==> config.mk <==
export PLATFORM = sky130hd
export DESIGN_NAME = wb_arbiter_flat
export DESIGN_NICKNAME = d
export VERILOG_FILES = /design/src/rtl/wb_pkg.sv /design/src/rtl/wb_arbiter_if.sv /design/src/rtl/wb_fifo.sv /design/src/rtl/wb_arbiter.sv /design/src/flat_wrapper.sv
export SDC_FILE = /design/constraint.sdc
export NUM_CORES = 1
export LEC_CHECK = 0
export ABC_AREA = 1
export ABC_CLOCK_PERIOD_IN_PS = 5600
export BUFFER_PORTS_ARGS = -buffer_cell sky130_fd_sc_hd__buf_2
export CORE_MARGIN = 2
export CORE_UTILIZATION = 60
export DETAILED_ROUTE_END_ITERATION = 10
export PLACE_DENSITY = 0.83
export SLEW_MARGIN = 40
export SYNTH_ARGS = -nofsm -noshare
export SYNTH_HDL_FRONTEND = slang
export SYNTH_HIERARCHICAL = 1
export SYNTH_SLANG_ARGS = --single-unit
==> constraint.sdc <==
create_clock -name clk -period 5.6 [get_ports clk]
set_clock_uncertainty 0.2 [all_clocks]
set_input_delay 1.12 -clock clk [delete_from_list [all_inputs] [get_ports clk]]
set_output_delay 1.12 -clock clk [all_outputs]
set_load 0.05 [all_outputs]
==> src/rtl/wb_pkg.sv <==
// Shared widths and types for the register-file write arbiter.
package wb_pkg;

  localparam int unsigned REG_W = 5;
  localparam int unsigned XLEN  = 32;

  // One pending register-file write.
  typedef struct packed {
    logic [REG_W-1:0] rd;
    logic [XLEN-1:0]  data;
  } wb_req_t;

  // Source selected for the write issued in a given cycle.
  typedef enum logic [1:0] {
    SRC_NONE,
    SRC_PIPE,
    SRC_FIFO,
    SRC_BYP
  } wb_src_t;

endpackage

==> src/rtl/wb_arbiter_if.sv <==
// Bus bundle between the pipeline / long-latency units / ID stage and the write arbiter.
// The slave modport is the arbiter's view; master is the surrounding core's view.
interface wb_arbiter_if;
  import wb_pkg::*;

  logic             pipe_valid;
  logic             pipe_wen;
  logic [REG_W-1:0] pipe_rd;
  logic [XLEN-1:0]  pipe_data;
  logic             pipe_stall;

  logic             ll_valid;
  logic             ll_ready;
  logic [REG_W-1:0] ll_rd;
  logic [XLEN-1:0]  ll_data;
  logic             ll_issue;
  logic [REG_W-1:0] ll_issue_rd;

  logic [REG_W-1:0] query_rs1;
  logic [REG_W-1:0] query_rs2;
  logic [REG_W-1:0] query_rd;
  logic             busy_rs1;
  logic             busy_rs2;
  logic             busy_rd;

  logic             regWrite;
  logic [REG_W-1:0] writeReg;
  logic [XLEN-1:0]  writeData;

  modport master (
    output pipe_valid, pipe_wen, pipe_rd, pipe_data,
    output ll_valid, ll_rd, ll_data, ll_issue, ll_issue_rd,
    output query_rs1, query_rs2, query_rd,
    input  pipe_stall, ll_ready, busy_rs1, busy_rs2, busy_rd,
    input  regWrite, writeReg, writeData
  );

  modport slave (
    input  pipe_valid, pipe_wen, pipe_rd, pipe_data,
    input  ll_valid, ll_rd, ll_data, ll_issue, ll_issue_rd,
    input  query_rs1, query_rs2, query_rd,
    output pipe_stall, ll_ready, busy_rs1, busy_rs2, busy_rd,
    output regWrite, writeReg, writeData
  );

endinterface

==> src/rtl/wb_fifo.sv <==
// Small synchronous FIFO buffering long-latency write requests.
// Push while full and pop while empty are ignored; DEPTH must be a power of two.
module wb_fifo
  import wb_pkg::*;
#(
  parameter int unsigned DEPTH = 4
) (
  input  logic    clk,
  input  logic    resetn,
  input  logic    push,
  input  wb_req_t push_data,
  input  logic    pop,
  output logic    full,
  output logic    empty,
  output wb_req_t head
);

  localparam int unsigned PtrW = (DEPTH > 1) ? $clog2(DEPTH) : 1;
  localparam int unsigned CntW = PtrW + 1;

  wb_req_t         mem_q [DEPTH];
  logic [PtrW-1:0] wr_ptr_q, wr_ptr_d;
  logic [PtrW-1:0] rd_ptr_q, rd_ptr_d;
  logic [CntW-1:0] count_q, count_d;
  logic            do_push, do_pop;

  assign full  = (count_q == CntW'(DEPTH));
  assign empty = (count_q == '0);
  assign head  = mem_q[rd_ptr_q];

  // Pointer and occupancy next-state; pointers wrap naturally at a power-of-two depth.
  always_comb begin
    do_push  = push && !full;
    do_pop   = pop && !empty;
    wr_ptr_d = wr_ptr_q;
    rd_ptr_d = rd_ptr_q;
    count_d  = count_q;
    if (do_push) wr_ptr_d = wr_ptr_q + 1'b1;
    if (do_pop)  rd_ptr_d = rd_ptr_q + 1'b1;
    if (do_push && !do_pop)      count_d = count_q + 1'b1;
    else if (!do_push && do_pop) count_d = count_q - 1'b1;
  end

  // Pointer and occupancy state.
  always_ff @(posedge clk or negedge resetn) begin
    if (!resetn) begin
      wr_ptr_q <= '0;
      rd_ptr_q <= '0;
      count_q  <= '0;
    end else begin
      wr_ptr_q <= wr_ptr_d;
      rd_ptr_q <= rd_ptr_d;
      count_q  <= count_d;
    end
  end

  // Storage needs no reset: an entry is only read after it has been written.
  always_ff @(posedge clk) begin
    if (do_push) mem_q[wr_ptr_q] <= push_data;
  end

endmodule

==> src/rtl/wb_arbiter.sv <==
// Register-file write arbiter: merges the in-order WB result with buffered
// long-latency results into one registered write per cycle, and tracks which
// registers still await a long-latency result.
// Optional macro WB_BYPASS_EN: an idle arbiter forwards a long-latency result
// straight to the write port instead of buffering it.
module wb_arbiter
  import wb_pkg::*;
#(
  parameter int unsigned DEPTH      = 4,
  parameter int unsigned STARVE_MAX = 8
) (
  input logic         clk,
  input logic         resetn,
  wb_arbiter_if.slave bus
);

  localparam int unsigned StW = (STARVE_MAX > 0) ? $clog2(STARVE_MAX + 1) : 1;
  localparam logic [StW-1:0] StarveLim = StW'(STARVE_MAX);
  localparam int unsigned NumRegs = 2 ** REG_W;

  logic             pipe_req;
  logic             byp_sel;
  logic             fifo_push, fifo_pop, fifo_full, fifo_empty;
  wb_req_t          fifo_head, ll_req;
  wb_src_t          sel_src;

  logic [StW-1:0]     starve_q, starve_d;
  logic [NumRegs-1:0] pend_q, pend_d;
  logic               reg_write_q, reg_write_d;
  logic [REG_W-1:0]   write_reg_q, write_reg_d;
  logic [XLEN-1:0]    write_data_q, write_data_d;

  assign pipe_req = bus.pipe_valid && bus.pipe_wen && (bus.pipe_rd != '0);
  assign ll_req   = '{rd: bus.ll_rd, data: bus.ll_data};

`ifdef WB_BYPASS_EN
  assign byp_sel = fifo_empty && !pipe_req && bus.ll_valid && (bus.ll_rd != '0);
`else
  assign byp_sel = 1'b0;
`endif

  // x0 results are accepted but never buffered.
  assign fifo_push = bus.ll_valid && !fifo_full && (bus.ll_rd != '0) && !byp_sel;
  assign fifo_pop  = (sel_src == SRC_FIFO);

  wb_fifo #(
    .DEPTH(DEPTH)
  ) u_fifo (
    .clk      (clk),
    .resetn   (resetn),
    .push     (fifo_push),
    .push_data(ll_req),
    .pop      (fifo_pop),
    .full     (fifo_full),
    .empty    (fifo_empty),
    .head     (fifo_head)
  );

  assign bus.ll_ready   = !fifo_full;
  assign bus.pipe_stall = pipe_req && fifo_pop;

  assign bus.busy_rs1 = (bus.query_rs1 != '0) && pend_q[bus.query_rs1];
  assign bus.busy_rs2 = (bus.query_rs2 != '0) && pend_q[bus.query_rs2];
  assign bus.busy_rd  = (bus.query_rd != '0) && pend_q[bus.query_rd];

  assign bus.regWrite  = reg_write_q;
  assign bus.writeReg  = write_reg_q;
  assign bus.writeData = write_data_q;

  // Pick this cycle's write source: the FIFO head wins when the pipe is idle
  // or the head has waited STARVE_MAX cycles.
  always_comb begin
    sel_src = SRC_NONE;
    if (!fifo_empty && ((starve_q == StarveLim) || !pipe_req)) sel_src = SRC_FIFO;
    else if (pipe_req)                                         sel_src = SRC_PIPE;
    else if (byp_sel)                                          sel_src = SRC_BYP;
  end

  // Next registered write; address/data hold when nothing is written.
  always_comb begin
    reg_write_d  = 1'b0;
    write_reg_d  = write_reg_q;
    write_data_d = write_data_q;
    unique case (sel_src)
      SRC_FIFO: begin
        reg_write_d  = 1'b1;
        write_reg_d  = fifo_head.rd;
        write_data_d = fifo_head.data;
      end
      SRC_PIPE: begin
        reg_write_d  = 1'b1;
        write_reg_d  = bus.pipe_rd;
        write_data_d = bus.pipe_data;
      end
      SRC_BYP: begin
        reg_write_d  = 1'b1;
        write_reg_d  = bus.ll_rd;
        write_data_d = bus.ll_data;
      end
      default: ;
    endcase
  end

  // Starve counter: counts cycles the head is passed over, saturating.
  always_comb begin
    starve_d = starve_q;
    if (fifo_empty || fifo_pop)    starve_d = '0;
    else if (starve_q != StarveLim) starve_d = starve_q + 1'b1;
  end

  // Pending scoreboard: long-latency writes clear, issue sets; set is applied last so it wins.
  always_comb begin
    pend_d = pend_q;
    if ((sel_src == SRC_FIFO) || (sel_src == SRC_BYP)) pend_d[write_reg_d] = 1'b0;
    if (bus.ll_issue && (bus.ll_issue_rd != '0))      pend_d[bus.ll_issue_rd] = 1'b1;
  end

  // Arbiter state and registered write port.
  always_ff @(posedge clk or negedge resetn) begin
    if (!resetn) begin
      starve_q     <= '0;
      pend_q       <= '0;
      reg_write_q  <= 1'b0;
      write_reg_q  <= '0;
      write_data_q <= '0;
    end else begin
      starve_q     <= starve_d;
      pend_q       <= pend_d;
      reg_write_q  <= reg_write_d;
      write_reg_q  <= write_reg_d;
      write_data_q <= write_data_d;
    end
  end

endmodule

==> src/flat_wrapper.sv <==
// flat-port wrapper written by rule: the top's interface ports become plain ports
module wb_arbiter_flat import wb_pkg::*;
#(
  parameter int unsigned DEPTH      = 4,
  parameter int unsigned STARVE_MAX = 8
)
  (clk, resetn, bus_pipe_valid, bus_pipe_wen, bus_pipe_rd, bus_pipe_data, bus_ll_valid, bus_ll_rd, bus_ll_data, bus_ll_issue, bus_ll_issue_rd, bus_query_rs1, bus_query_rs2, bus_query_rd, bus_pipe_stall, bus_ll_ready, bus_busy_rs1, bus_busy_rs2, bus_busy_rd, bus_regWrite, bus_writeReg, bus_writeData);
  wb_arbiter_if bus_i ();
  input logic clk;
  input logic resetn;
  input wire logic [$bits(bus_i.pipe_valid)-1:0] bus_pipe_valid;
  input wire logic [$bits(bus_i.pipe_wen)-1:0] bus_pipe_wen;
  input wire logic [$bits(bus_i.pipe_rd)-1:0] bus_pipe_rd;
  input wire logic [$bits(bus_i.pipe_data)-1:0] bus_pipe_data;
  input wire logic [$bits(bus_i.ll_valid)-1:0] bus_ll_valid;
  input wire logic [$bits(bus_i.ll_rd)-1:0] bus_ll_rd;
  input wire logic [$bits(bus_i.ll_data)-1:0] bus_ll_data;
  input wire logic [$bits(bus_i.ll_issue)-1:0] bus_ll_issue;
  input wire logic [$bits(bus_i.ll_issue_rd)-1:0] bus_ll_issue_rd;
  input wire logic [$bits(bus_i.query_rs1)-1:0] bus_query_rs1;
  input wire logic [$bits(bus_i.query_rs2)-1:0] bus_query_rs2;
  input wire logic [$bits(bus_i.query_rd)-1:0] bus_query_rd;
  output wire logic [$bits(bus_i.pipe_stall)-1:0] bus_pipe_stall;
  output wire logic [$bits(bus_i.ll_ready)-1:0] bus_ll_ready;
  output wire logic [$bits(bus_i.busy_rs1)-1:0] bus_busy_rs1;
  output wire logic [$bits(bus_i.busy_rs2)-1:0] bus_busy_rs2;
  output wire logic [$bits(bus_i.busy_rd)-1:0] bus_busy_rd;
  output wire logic [$bits(bus_i.regWrite)-1:0] bus_regWrite;
  output wire logic [$bits(bus_i.writeReg)-1:0] bus_writeReg;
  output wire logic [$bits(bus_i.writeData)-1:0] bus_writeData;
  assign bus_i.pipe_valid = bus_pipe_valid;
  assign bus_i.pipe_wen = bus_pipe_wen;
  assign bus_i.pipe_rd = bus_pipe_rd;
  assign bus_i.pipe_data = bus_pipe_data;
  assign bus_i.ll_valid = bus_ll_valid;
  assign bus_i.ll_rd = bus_ll_rd;
  assign bus_i.ll_data = bus_ll_data;
  assign bus_i.ll_issue = bus_ll_issue;
  assign bus_i.ll_issue_rd = bus_ll_issue_rd;
  assign bus_i.query_rs1 = bus_query_rs1;
  assign bus_i.query_rs2 = bus_query_rs2;
  assign bus_i.query_rd = bus_query_rd;
  assign bus_pipe_stall = bus_i.pipe_stall;
  assign bus_ll_ready = bus_i.ll_ready;
  assign bus_busy_rs1 = bus_i.busy_rs1;
  assign bus_busy_rs2 = bus_i.busy_rs2;
  assign bus_busy_rd = bus_i.busy_rd;
  assign bus_regWrite = bus_i.regWrite;
  assign bus_writeReg = bus_i.writeReg;
  assign bus_writeData = bus_i.writeData;
  wb_arbiter #(.DEPTH(DEPTH), .STARVE_MAX(STARVE_MAX)) u_core (.clk(clk), .resetn(resetn), .bus(bus_i));
endmodule
* Yosys cells after proc, flatten, opt, wreduce, memory -nomap -nowiden
Memory sizes are Yosys's and may differ from the RTL's.
Cells that the tools add are included.
** Storage, ports and cells
- Bits in registers :: 81
- Memory bits (writable) :: 148
- Input bits :: 100
- Output and inout bits :: 43
- Logic and storage cells :: 88
- Memories :: 1
** Cells by class
- $add $sub $neg :: 5
- Order comparisons :: 7
- Eq/ne operators :: 6
- Muxes and demuxes :: 23
- Bitwise gates (word level) :: 3
- Reduce and logical (&&, ||, !) cells :: 35
** Memory list
- u_core.u_fifo.mem_q :: depth 4, bits a word 37, rd ports 1, clocked after Yosys merged registers in 0, write ports 1, line wb_fifo.sv:21 : wb_req_t mem_q [DEPTH];
** Operators by type and width (count)
- $pmux 32 s3 :: 1
- $mux 32 :: 2
- $and 32x32->32 :: 1
- $not 32->32 :: 1
- $or 32x32->32 :: 1
- $lt 5x6->1 const B :: 5
- $reduce_bool 5->1 :: 6
- $logic_and 1x1->1 :: 16
- $bmux 1 s5 :: 3
- $pmux 5 s3 :: 1
- $demux 1 s5 :: 2
- $ge 5x1->1 const B :: 2
- $mux 1 :: 9
- $mux 4 :: 2
- $mux 3 :: 2
- $logic_not 1->1 :: 5
- $add 2x1->2 const B :: 2
- $add 4x1->4 const B :: 1
- $eq 2x2->1 const B :: 2
- $eq 4x4->1 const B :: 1
- $ne 4x4->1 const B :: 1
- $reduce_bool 2->1 :: 2
- $add 3x1->3 const B :: 1
- $eq 3x3->1 const B :: 1
- other kinds (7) :: 9

* Logic depth before layout (Yosys ltp)
- Word-level depth :: 17
- Gate-level depth with buffers :: 16
- Gate-level depth less buffers :: 16

* Hierarchy
The synthesis kept the hierarchy.
** By module, submodules not included
- wb_fifo :: times used 1, cells an instance 493, area each 6344.8 µm², seq. area each 4619.4 µm²
- wb_arbiter :: times used 1, cells an instance 634, area each 4514.3 µm², seq. area each 1851.8 µm²

* Worst setup path after synthesis
Ideal clock, no wire load.
- Path type :: input to register
- Start :: input bus_ll_rd[1]
- End :: memory u_core/u_fifo/mem_q[0][0] in the netlist's numbering, enable pin
- Library setup time :: 0.431 ns
- Data arrival time :: 3.126 ns
- Required time :: 4.969 ns
- Slack :: 1.843 ns
- Cell stages on the path :: 5
- Buffers on the path :: 0
- Cells stage by stage :: or3_1 > o311ai_0 > inv_1 > nand2_1 > nor2_1
** On the way
- Cells in the longest elaborated chain, start to end :: 5
** Ends and longest elaborated chain
- start: declaration :: line flat_wrapper.sv:16 : input wire logic [$bits(bus_i.ll_rd)-1:0] bus_ll_rd;
- $reduce_bool 5->1 :: line wb_arbiter.sv:43 : assign fifo_push = bus.ll_valid && !fifo_full && (bus.ll_rd != '0) && !byp_sel;
- $logic_and 1x1->1 :: line wb_arbiter.sv:43
- named net u_core.fifo_push :: line wb_arbiter.sv:23 : logic fifo_push, fifo_pop, fifo_full, fifo_empty;
- $logic_and 1x1->1 :: line wb_fifo.sv:33 : do_push = push && !full;
- $mux 1 :: line wb_fifo.sv:59 : if (do_push) mem_q[wr_ptr_q] <= push_data;
- $mux 1 (not written as such) :: line wb_fifo.sv:59
- end: declaration :: line wb_fifo.sv:21
The timed path passes the listed nets, and every way through them passes these cells.

* Worst setup path after layout
- Start :: input bus_query_rs1[0]
- End :: output bus_busy_rs1
** On the way
- Cells in the longest elaborated chain, start to end :: 3
- Elaborated cells on any way between the ends :: 4
- Those cells by class :: 2 x mux; 2 x reduce/logical
** Ends and longest elaborated chain
- start: declaration :: line flat_wrapper.sv:20 : input wire logic [$bits(bus_i.query_rs1)-1:0] bus_query_rs1;
- $bmux 1 s5 :: line wb_arbiter.sv:62 : assign bus.busy_rs1 = (bus.query_rs1 != '0) && pend_q[bus.query_rs1];
- $mux 1 (not written as such) :: line wb_arbiter.sv:62
- $logic_and 1x1->1 * :: line wb_arbiter.sv:62
- end: declaration :: line flat_wrapper.sv:25 : output wire logic [$bits(bus_i.busy_rs1)-1:0] bus_busy_rs1;
Every way passes the cells marked *; elsewhere a longest branch is shown, timed or not. The select of a mux whose other input is x is not followed.

==> impl_metrics.yaml <==
die:
  die-area_um2: 19200
  die-width_um: 139
  fp.dieH_um: 139
  start_util_pct: 60.9
  ios: 143
  coreArea_um2: 17800
  row_count: 49
clocking:
  cts_buffers: 24
  holdBufCountCts: 0
  cts-resized-gates: 0
  cts_tree: "yes"
  cts.clk_slew.worst_paths_ns: 0.06
  clock-sinks: 229
  clk_latency_ns: 0.52
  post_cts_buffers: 0
  h-tree-depth: 1
  cts_root_buf: "clkbuf_16"
  cts_buffer_depth: 3
global_route:
  grt_pass1_wl_mm: 39.4
  grt_pass1_vias: 7770
  overflow: 0
  grt_max_degree: 86
  grt_antenna_before_repair: 3
  grt_use_total_pct: 25.7
routing:
  drt_first_iter_violations: 592
  ant_nets: 0
  vias_per_cell: 5.53
  drc_errors: 0
  wl_per_cell_um: 16.6
  wirelength_mm: 25.0
  vias: 8319
  drtPass1Iterations: 7
final_layout:
  syn_to_final_growth_pct: 14.7
  fillCellCount: 1355
  drive_gt1_share_pct: 17.7
  seqCellArea_um2: 6470
  nets: 1362
  multi_input_area_um2: 3600
timing:
  maxSlewHeadroom_pct: 49.1
  whs_ns: 0.280
  rsz0062_at_grt: "no"
  worst_slew_pin_slew_ns: 0.764
  drv_slew: 0
  setup_tns_ns: 0
  finalCriticalPeriod_ns: 3.84
  setup_viol: 0
  hold_viol: 0
  max_freq_ghz: 0.261
  min_period_over_period_pct: 68.5
power_and_ir_drop:
  leakage_uw: 0.00549
  power_density_nw_per_um2: 553
  peakVddDrop_mv: 0.412
yosys:
  synth_seq_area_share_pct: 59.6
  syn_area_um2: 10900
  synth-seq-cells: 229
  syn_inst: 1127
  synth_nets: 1235
  yosys_warnings: 6
  yosys-top-cells-count: "nand2_1 (360), edfxtp_1 (148), inv_1 (131), o211ai_1 (114), dfrtp_1 (81)"
  yosys-top-cells-area: "edfxtp_1 (41%), dfrtp_1 (19%), nand2_1 (12%)"
  yosysMostFrequentCell: "nand2_1"
  synth_edf_count: 148
  synthDistinctLibCells: 36
  synth.top_cell.area_share_pct: 40.9
  async_flop_share_pct: 35.4
  ys.flop_type: "edfxtp_1"
  syn_area_per_cell_um2: 9.64
  synth_top_area_cell: "edfxtp_1"
setup_path:
  arrival_ns: 2.52
  path_max_fanout: 27
  path_class: "in -> out"
  required_ns: 4.28
  crit_path_end_kind: "output pin"
  reg2reg_to: "u_core/pend_q[13]$_DFF_PN0_"
  reg2reg_depth: 11
  r2r_start: "u_core/u_fifo/rd_ptr_q[0]$_DFFE_PN0P_"
  r2r_slack_ns: 2.49
  setup.worst_path.start_class: "input port"
outcome:
  status: "completed"
worst_hold_path:
  min_path_type: "reg -> reg"
  min_from: "u_core/pend_q[31]$_DFF_PN0_"
  hold_path_end: "u_core/pend_q[31]$_DFF_PN0_"
  min_path_cells: 2
placed_design:
  place_congestion: 0.961
  io_buffers: 142
  dp_hpwl_mm: 16.6
flow_run:
  max_cap_viol_count: 0
==> registers in the layout, summed over array words and instances, names as in the netlist <==
signal and flops:
u_core/u_fifo/mem_q 148, u_core/bus.writeData 32, u_core/pend_q 32, u_core/bus.writeReg 5, u_core/starve_q 4, u_core/u_fifo/count_q 3
u_core/u_fifo/rd_ptr_q 2, u_core/u_fifo/wr_ptr_q 2, u_core/bus.regWrite 1
==> routing by layer <==
| layer | track usage (%) | vias to the layer above | wire (um) |
|---|---|---|---|
| met3 | 4.42 | 46 | 1860 |
| met4 | 7.68 | 0 | 555 |
| met1 | 35.4 | 3897 | 10500 |
| li1 | - | 4068 | - |
| met5 | 0 | - | 0 |
| met2 | 42.5 | 308 | 12100 |
==> where the power goes <==
part,internal (uW),switching [uW]
combinational,768,2000
clock,842,637
sequential,2330,318
==> layout by cell type (no fill, tap or decap), drive strengths merged <==
cell type  synthesis  final
nor2              46     46
dfrtp             81     81
clkinvlp           0      1
nand2            367    367
ha                 7      7
edfxtp           148    148
fa                 1      1
clkinv             1     12
a21oi             26     26
nor3              12     12
xor2               1      1
nand3b             2      2
bufinv             0      1
nand4              2      2
xnor2              2      2
o311ai             1      1
o211ai           114    114
inv              139    139
nand3             58     58
o21ai             60     60
a31oi              3      3
diode              0      3
o221ai             3      3
clkbuf            22     31
or3                1      1
buf               30    153
==> stage by stage <==
stage / cell area [um^2] / total power [uW] / util [%] / setup WS [ns] / std cells
finish: 12500 / 6890 / 69.8 / 1.76 / 1504
global route: 12400 / 7290 / 69.8 / 1.63 / 1503
CTS: 12400 / 6900 / 69.8 / 1.80 / 1501
detailed placement: 11700 / 5410 / 65.6 / 1.80 / 1457
global placement: 11600 / 5310 / 65.3 / 1.89 / 1455
floorplan: 10900 / 4720 / - / 1.84 / 1127
==> cells by family after synthesis <==
group	Yosys count	share of synthesized area, %
fa+ha+maj	8	0.991
simple gates	488	19.0
xor+xnor	3	0.242
flops	229	59.6
buf+inv	192	7.80
compound gates	207	12.4
==> worst max path at each step <==
stage | startpoint | to | cells after the start
2_1_floorplan | bus_ll_rd[1] | u_core/u_fifo/mem_q[0][0]$_DFFE_PP_ | 5
3_3_place_gp | bus_query_rd[0] | bus_busy_rd | 9
3_5_place_dp | bus_query_rs1[0] | bus_busy_rs1 | 9
4_1_cts | bus_query_rs1[0] | bus_busy_rs1 | 9
5_1_grt | bus_query_rs2[0] | bus_busy_rs2 | 9
6_report | bus_query_rs1[0] | bus_busy_rs1 | 9
==> worst max-delay path: stages <==
cell      delay (ns)
buf_2           0.32
inv_1           0.21
nor2_1          0.14
o21ai_0         0.10
o221ai_1        0.20
nand3_1         0.11
nand2_1         0.07
nand2_1         0.04
buf_2           0.20
==> area by class of cell <==
type | count | area share, %
flip-flops and latches | 229 | 52.0
diodes | 3 | 0.0603
well taps | 229 | 2.30
clock inverters | 13 | 0.864
multi-input cells | 706 | 28.9
clock buffers | 31 | 5.03
repair buffers | 153 | 6.61
inverters | 140 | 4.26
No activity file was read; power rests on OpenSTA's default activity.
